## config.mk

```make
export PLATFORM = sky130hd
export DESIGN_NAME = load_store_unit_flat
export DESIGN_NICKNAME = d
export VERILOG_FILES = /design/src/rtl/lsu_pkg.sv /design/src/rtl/lsu_if.sv /design/src/rtl/lsu_extend.sv /design/src/rtl/load_store_unit.sv /design/src/flat_wrapper.sv
export SDC_FILE = /design/constraint.sdc
export NUM_CORES = 1
export LEC_CHECK = 0
export CAP_MARGIN = 15
export CELL_PAD_IN_SITES_DETAIL_PLACEMENT = 1
export CELL_PAD_IN_SITES_GLOBAL_PLACEMENT = 2
export CORE_MARGIN = 2
export CORE_UTILIZATION = 27
export DETAILED_ROUTE_END_ITERATION = 7
export PLACE_DENSITY_LB_ADDON = 0.1
export SLEW_MARGIN = 10
export SYNTH_ARGS = -nofsm -noshare
export SYNTH_HDL_FRONTEND = slang
export SYNTH_HIERARCHICAL = 1
export SYNTH_SLANG_ARGS = --single-unit
```

## constraint.sdc

```tcl
create_clock -name clk -period 3.4 [get_ports clk]
set_input_delay 0.51 -clock clk [delete_from_list [all_inputs] [get_ports clk]]
set_output_delay 0.51 -clock clk [all_outputs]
set_load 0.005 [all_outputs]
```

## src/rtl/lsu_pkg.sv

```systemverilog
// Shared encodings and helpers for the byte-serial load/store unit.
package lsu_pkg;

  localparam logic [1:0] SZ_BYTE = 2'b00;
  localparam logic [1:0] SZ_HALF = 2'b01;
  localparam logic [1:0] SZ_WORD = 2'b10;

  typedef enum logic [1:0] {
    IDLE = 2'd0,
    XFER = 2'd1,
    RESP = 2'd2
  } state_t;

  // Size code 2'b11 behaves as a word.
  function automatic logic [2:0] bytes_for_size(input logic [1:0] size);
    case (size)
      SZ_BYTE: bytes_for_size = 3'd1;
      SZ_HALF: bytes_for_size = 3'd2;
      default: bytes_for_size = 3'd4;
    endcase
  endfunction

endpackage

```

## src/rtl/lsu_if.sv

```systemverilog
// CPU-side request/response channel of the load/store unit.
interface lsu_if #(
  parameter int ADDRESS_WIDTH = 32,
  parameter int DATA_WIDTH    = 32
);
  logic                     req_valid;
  logic                     req_ready;
  logic                     req_we;
  logic [1:0]               req_size;
  logic                     req_unsigned;
  logic [ADDRESS_WIDTH-1:0] req_addr;
  logic [DATA_WIDTH-1:0]    req_wdata;
  logic                     resp_valid;
  logic [DATA_WIDTH-1:0]    resp_rdata;
  logic                     resp_err;

  modport master (
    output req_valid, req_we, req_size, req_unsigned, req_addr, req_wdata,
    input  req_ready, resp_valid, resp_rdata, resp_err
  );

  modport slave (
    input  req_valid, req_we, req_size, req_unsigned, req_addr, req_wdata,
    output req_ready, resp_valid, resp_rdata, resp_err
  );
endinterface

```

## src/rtl/lsu_extend.sv

```systemverilog
// Sign/zero extension of the assembled load word by access size.
module lsu_extend
  import lsu_pkg::*;
(
  input  logic [31:0] raw,
  input  logic [1:0]  size,
  input  logic        is_unsigned,
  output logic [31:0] ext
);

  always_comb begin
    ext = raw;
    case (size)
      SZ_BYTE: ext = {{24{raw[7] & ~is_unsigned}}, raw[7:0]};
      SZ_HALF: ext = {{16{raw[15] & ~is_unsigned}}, raw[15:0]};
      default: ext = raw;
    endcase
  end

endmodule

```

## src/rtl/load_store_unit.sv

```systemverilog
// Byte-serial load/store sequencer: splits byte/half/word requests into
// little-endian byte accesses. Optional misalignment trap: LSU_MISALIGN_TRAP_EN.
module load_store_unit
  import lsu_pkg::*;
#(
  parameter int ADDRESS_WIDTH = 32,
  parameter int DATA_WIDTH    = 32
) (
  input  logic                     clk,
  input  logic                     rst,
  lsu_if.slave                     cpu,
  output logic                     mem_we,
  output logic [ADDRESS_WIDTH-1:0] mem_addr,
  output logic [7:0]               mem_wdata,
  input  logic [7:0]               mem_rdata
);

  state_t                   state_reg, state_next;
  logic [1:0]               cnt_reg;
  logic [ADDRESS_WIDTH-1:0] addr_reg;
  logic [1:0]               size_reg;
  logic                     we_reg;
  logic                     uns_reg;
  logic [DATA_WIDTH-1:0]    wdata_reg;
  logic [31:0]              asm_reg;
  logic                     err_reg;
  logic [31:0]              ext_data;
  logic                     accept;
  logic                     misaligned;
  logic                     last_byte;

  assign accept    = (state_reg == IDLE) && cpu.req_valid;
  assign last_byte = (cnt_reg == 2'(bytes_for_size(size_reg) - 3'd1));

`ifdef LSU_MISALIGN_TRAP_EN
  assign misaligned = ((cpu.req_size == SZ_HALF) && cpu.req_addr[0]) ||
                      ((bytes_for_size(cpu.req_size) == 3'd4) && (cpu.req_addr[1:0] != 2'b00));
`else
  assign misaligned = 1'b0;
`endif

  always_ff @(posedge clk or posedge rst) begin
    if (rst) begin
      state_reg <= IDLE;
      cnt_reg   <= 2'd0;
      addr_reg  <= '0;
      size_reg  <= SZ_BYTE;
      we_reg    <= 1'b0;
      uns_reg   <= 1'b0;
      wdata_reg <= '0;
      asm_reg   <= 32'd0;
      err_reg   <= 1'b0;
    end else begin
      state_reg <= state_next;
      case (state_reg)
        IDLE: begin
          if (accept) begin
            addr_reg  <= cpu.req_addr;
            size_reg  <= cpu.req_size;
            we_reg    <= cpu.req_we;
            uns_reg   <= cpu.req_unsigned;
            wdata_reg <= cpu.req_wdata;
            cnt_reg   <= 2'd0;
            asm_reg   <= 32'd0;
            err_reg   <= misaligned;
          end
        end
        XFER: begin
          if (!we_reg)
            asm_reg[{cnt_reg, 3'b000} +: 8] <= mem_rdata;
          if (!last_byte)
            cnt_reg <= cnt_reg + 2'd1;
        end
        default: ;
      endcase
    end
  end

  always_comb begin
    state_next = state_reg;
    case (state_reg)
      IDLE:    if (accept) state_next = misaligned ? RESP : XFER;
      XFER:    if (last_byte) state_next = RESP;
      RESP:    state_next = IDLE;
      default: state_next = IDLE;
    endcase
  end

  lsu_extend u_extend (
    .raw         (asm_reg),
    .size        (size_reg),
    .is_unsigned (uns_reg),
    .ext         (ext_data)
  );

  always_comb begin
    cpu.req_ready  = 1'b0;
    cpu.resp_valid = 1'b0;
    cpu.resp_rdata = '0;
    mem_we         = 1'b0;
    mem_addr       = '0;
    mem_wdata      = 8'd0;
    case (state_reg)
      IDLE: cpu.req_ready = 1'b1;
      XFER: begin
        // Address arithmetic wraps naturally at the top of the space.
        mem_addr  = addr_reg + ADDRESS_WIDTH'(cnt_reg);
        mem_we    = we_reg;
        mem_wdata = wdata_reg[{cnt_reg, 3'b000} +: 8];
      end
      RESP: begin
        cpu.resp_valid = 1'b1;
        if (!we_reg && !err_reg)
          cpu.resp_rdata = DATA_WIDTH'(ext_data);
      end
      default: ;
    endcase
  end

`ifdef LSU_MISALIGN_TRAP_EN
  assign cpu.resp_err = (state_reg == RESP) && err_reg;
`else
  assign cpu.resp_err = 1'b0;
`endif

endmodule

```

## src/flat_wrapper.sv

```systemverilog
// flat-port wrapper written by rule: the top's interface ports become plain ports
module load_store_unit_flat import lsu_pkg::*;
#(
  parameter int ADDRESS_WIDTH = 32,
  parameter int DATA_WIDTH    = 32
)
  (clk, rst, mem_we, mem_addr, mem_wdata, mem_rdata, cpu_req_valid, cpu_req_we, cpu_req_size, cpu_req_unsigned, cpu_req_addr, cpu_req_wdata, cpu_req_ready, cpu_resp_valid, cpu_resp_rdata, cpu_resp_err);
  lsu_if #(.ADDRESS_WIDTH(ADDRESS_WIDTH), .DATA_WIDTH(DATA_WIDTH)) cpu_i ();
  input  logic clk;
  input  logic rst;
  output logic mem_we;
  output logic [ADDRESS_WIDTH-1:0] mem_addr;
  output logic [7:0] mem_wdata;
  input  logic [7:0] mem_rdata;
  input wire logic [$bits(cpu_i.req_valid)-1:0] cpu_req_valid;
  input wire logic [$bits(cpu_i.req_we)-1:0] cpu_req_we;
  input wire logic [$bits(cpu_i.req_size)-1:0] cpu_req_size;
  input wire logic [$bits(cpu_i.req_unsigned)-1:0] cpu_req_unsigned;
  input wire logic [$bits(cpu_i.req_addr)-1:0] cpu_req_addr;
  input wire logic [$bits(cpu_i.req_wdata)-1:0] cpu_req_wdata;
  output wire logic [$bits(cpu_i.req_ready)-1:0] cpu_req_ready;
  output wire logic [$bits(cpu_i.resp_valid)-1:0] cpu_resp_valid;
  output wire logic [$bits(cpu_i.resp_rdata)-1:0] cpu_resp_rdata;
  output wire logic [$bits(cpu_i.resp_err)-1:0] cpu_resp_err;
  assign cpu_i.req_valid = cpu_req_valid;
  assign cpu_i.req_we = cpu_req_we;
  assign cpu_i.req_size = cpu_req_size;
  assign cpu_i.req_unsigned = cpu_req_unsigned;
  assign cpu_i.req_addr = cpu_req_addr;
  assign cpu_i.req_wdata = cpu_req_wdata;
  assign cpu_req_ready = cpu_i.req_ready;
  assign cpu_resp_valid = cpu_i.resp_valid;
  assign cpu_resp_rdata = cpu_i.resp_rdata;
  assign cpu_resp_err = cpu_i.resp_err;
  load_store_unit #(.ADDRESS_WIDTH(ADDRESS_WIDTH), .DATA_WIDTH(DATA_WIDTH)) u_core (.clk(clk), .rst(rst), .cpu(cpu_i), .mem_we(mem_we), .mem_addr(mem_addr), .mem_wdata(mem_wdata), .mem_rdata(mem_rdata));
endmodule
```

==> summary.md <==
| Metric | Value |
|---|---|
| Int Pwr | `3970 uW` |
| Simple-Gate Fraction of Synth Area | `0.197` |
| Iter 0 DRT Violations | `208` |
| Slew HR | `0.406` |
| Worst Tran Pin Value | `0.884 ns` |
| Adder-cell share of the synthesized area | `0.0163` |
| Synth warn | `6` |
| Post-synthesis compound-gate area fraction | `0.108` |
| Seq pwr share | `0.345` |
| Port bufs | `153` |
| Post-layout nets | `779` |
| Final Critical Period | `3.31 ns` |
| Flops & latches, synth | `104` |
| Initial core utilization | `0.276` |
| Die width | `151 um` |
| P&R area growth vs syn | `36.0%` |
| Drc violations | `0` |
| Routed WL | `17600 um` |
| Clk sinks | `104` |
| Finished Cell Area | `7950 sq um` |
| Total gr overflow | `0` |
| Antenna diode instance count | `0` |
| Pleak | `0.00312 uW` |
| DR vias/cell | `4.84` |
| Most used DFF post-synth | `dfrtp_1` |
| Worst EP arrival | `2.80 ns` |
| Clock transition at path regs | `0.07 ns` |
| H-tree depth | `3` |
| Max FO, Critical Path | `10` |
| Asr flop ratio synth | `1.00` |
| Antenna Nets Post-Route | `0` |
| Num CTS Buffers | `9` |
| Clock network fraction of total power | `0.173` |
| Crit path buffers/inverters | `1` |
| Critical path's top delay family | `simple AND/OR/NAND/NOR gates` |
| Yosys top cell area share | `0.445` |
| Main combinational cell family by area after synthesis | `simple AND/OR/NAND/NOR gates` |
| Num rows | `53` |
| Worst Skew | `0.00965 ns` |
| Max Buffers Root-to-Sink | `2` |
| Unrepaired setup endpoints after global routing | `yes` |
| Max incr delay on CP | `0.56 ns` |
| GRT Util Overall | `0.161` |
| Final hold vios | `0` |
| Critical Path Start Type | `register` |
| FILL cells | `2325` |
| Seq/Total Area, Yosys | `0.445` |
| DP Area | `7560 sq um` |
| CP Capture Type | `output pin` |
| Setup_tns | `0 ns` |
| Sw power | `2390 uW` |
| Cell Pwr Density | `800 nW/um^2` |
| Die footprint | `22800 sq um` |
| Layout cell share with drive strength beyond 1 | `0.185` |
| Syn Inst Count | `560` |
| Largest area contributor in the netlist | `dfrtp_1` |
| Net count after synthesis | `646` |
| Number of global-route vias before repair | `5100` |
| Largest net degree at the start of global routing | `75` |
| Io pins | `155` |
| Achievable Freq | `302 MHz` |
| Final Non-Filler Cells | `973` |
| Hold Crit Class | `reg2reg` |
| Placer Congestion | `0.752` |
| Root buf cell | `clkbuf_16` |
| Hold Buf Count CTS | `0` |
| Most common cell in the netlist | `dfrtp_1` |
| Combinational power share | `0.481` |
| Fin worst setup slack | `0.0898 ns` |
| Initial antenna violation count | `0` |
| Worst-Skew Late Latency | `0.36 ns` |
| CP required | `2.89 ns` |
| Cell Area, Synth | `5840 sq um` |
| EDFF count, synth | `0` |
| Final Setup Violations | `0` |
| Top cells by area, synth | `dfrtp_1, mux2_2, and2_1` |
| Max-slew violation count | `0` |
| CTS tree | `built` |
| XOR/XNOR Fraction of Synth Area | `0.0165` |
| Drt pass-1 iters | `4` |
| Per-cell routed wire length | `18.0 um` |
| Max Cap Viol | `0` |
| Mux cell area share after synthesis | `0.162` |
| Post-synth top cells | `dfrtp_1, nand2_1, mux2_2` |
| Mapped Avg Cell Area | `10.4 sq um` |
| Maximum vdd ir drop | `0.275 mV` |
| Status | `completed` |
| Hpwl dp | `13000 um` |
| Die Y | `151 um` |
| Slowest CP cell | `clkdlybuf4s50_1` |
| Net Sw Frac | `0.376` |
| Crit Path Category | `reg2out` |
| Vias | `4712` |
| Final Cycle Share | `0.974` |
| Crit path cell chain | `ha_1 > a21o_2 > nand3_2 > nor4_1 > mux2i_1 > clkdlybuf4s50_1` |
| Dpl cells | `952` |
| Synth cell types | `57` |
| Core Area | `21200 sq um` |
| Global-route wire length before repair | `28200 um` |
| Pre-CTS setup slack | `0.280 ns` |
==> tightest hold or removal path, stage by stage (launching register included) <==
cell and delay [ns]:
dfrtp_1 0.34, nand2_1 0.05, o21ai_0 0.06
==> per-stage QoR <==
| step | hold slack [ns] | power (uW) | util |
|---|---|---|---|
| floorplan | 0.450 | 3980 | - |
| global placement | 0.464 | 5200 | 0.357 |
| detailed placement | 0.468 | 5290 | 0.357 |
| CTS | 0.488 | 6440 | 0.374 |
| global route | 0.509 | 6880 | 0.376 |
| finish | 0.479 | 6360 | 0.376 |
==> timing repair <==
| item | 4_1_cts | 5_1_grt |
|---|---|---|
| buffers inserted | 2 | 2 |
| endpoints found under the setup margin | 7 | 13 |
| pin swaps | 1 | 1 |
| gates cloned | 1 | 0 |
| endpoints found under the hold margin | 0 | 0 |
| resized for setup | 2 | 6 |
==> logic make-up (layout without fill, tap and decap cells) <==
logic type,count (synthesis),after routing
xor+xnor,11,11
buf+inv,57,194
mux,76,76
flops,104,104
simple gates,200,201
other cells,1,1
compound gates,104,104
fa+ha+maj,7,7
==> power groups by stage <==
stage / clock network [uW] / registers (uW) / logic [uW]
after floorplan: 0 / 2040 / 1940
after global placement: 0 / 2190 / 3010
after global routing: 1190 / 2300 / 3390
after detailed placement: 0 / 2220 / 3070
after CTS: 1150 / 2200 / 3100
final: 1100 / 2190 / 3060
==> cell type report <==
cell class | instances | area, sq um | share of cell area
Clock buffer | 9 | 225 | 0.0283
Clock inverter | 7 | 91.3 | 0.0115
Inverter | 9 | 36.3 | 0.00457
Multi-Input combinational cell | 400 | 2970 | 0.374
Sequential cell | 104 | 2600 | 0.327
Tap cell | 275 | 344 | 0.0433
Timing Repair Buffer | 169 | 1680 | 0.211
==> path summary, 6_finish.rpt <==
check | slack (ns) | cells past startpoint | endpoint | from
worst max-delay path | 0.09 | 6 | mem_addr[25] | u_core/cnt_reg[1]$_DFFE_PP0P_
worst min-delay path | 0.48 | 2 | u_core/asm_reg[2]$_DFFE_PP0P_ | u_core/asm_reg[2]$_DFFE_PP0P_
worst max register to register | 1.00 | 7 | u_core/asm_reg[19]$_DFFE_PP0P_ | u_core/cnt_reg[0]$_DFFE_PP0P_
worst min register to register | 0.48 | 2 | u_core/asm_reg[2]$_DFFE_PP0P_ | u_core/asm_reg[2]$_DFFE_PP0P_
max in group asynchronous | 2.07 | 3 | u_core/addr_reg[31]$_DFFE_PP0P_ | rst
min in group asynchronous | 0.55 | 2 | u_core/uns_reg$_DFFE_PP0P_ | rst
==> routing by layer <==
| metal | global-route usage | share of wire | up-vias |
|---|---|---|---|
| met3 | 0.0410 | 0.059 | 10 |
| met5 | 0 | 0 | - |
| met1 | 0.208 | 0.44 | 2347 |
| met4 | 0.0364 | 0.0092 | 0 |
| met2 | 0.271 | 0.49 | 106 |
| li1 | - | - | 2249 |
==> layout by cell type, fill, tap and decap left out, types with 9 or more instances in the layout <==
| cell type | n |
|---|---|
| dfrtp_1 | 104 |
| nand3_1 | 9 |
| o31ai_1 | 12 |
| nand2_1 | 72 |
| or4_1 | 13 |
| clkbuf_16 | 9 |
| mux2_2 | 64 |
| clkdlybuf4s50_1 | 152 |
| nor2_1 | 12 |
| and2_1 | 45 |
| buf_4 | 14 |
| a22o_1 | 16 |
| a21oi_1 | 14 |
| o21ai_0 | 47 |
(Power assumes the default switching activity.)
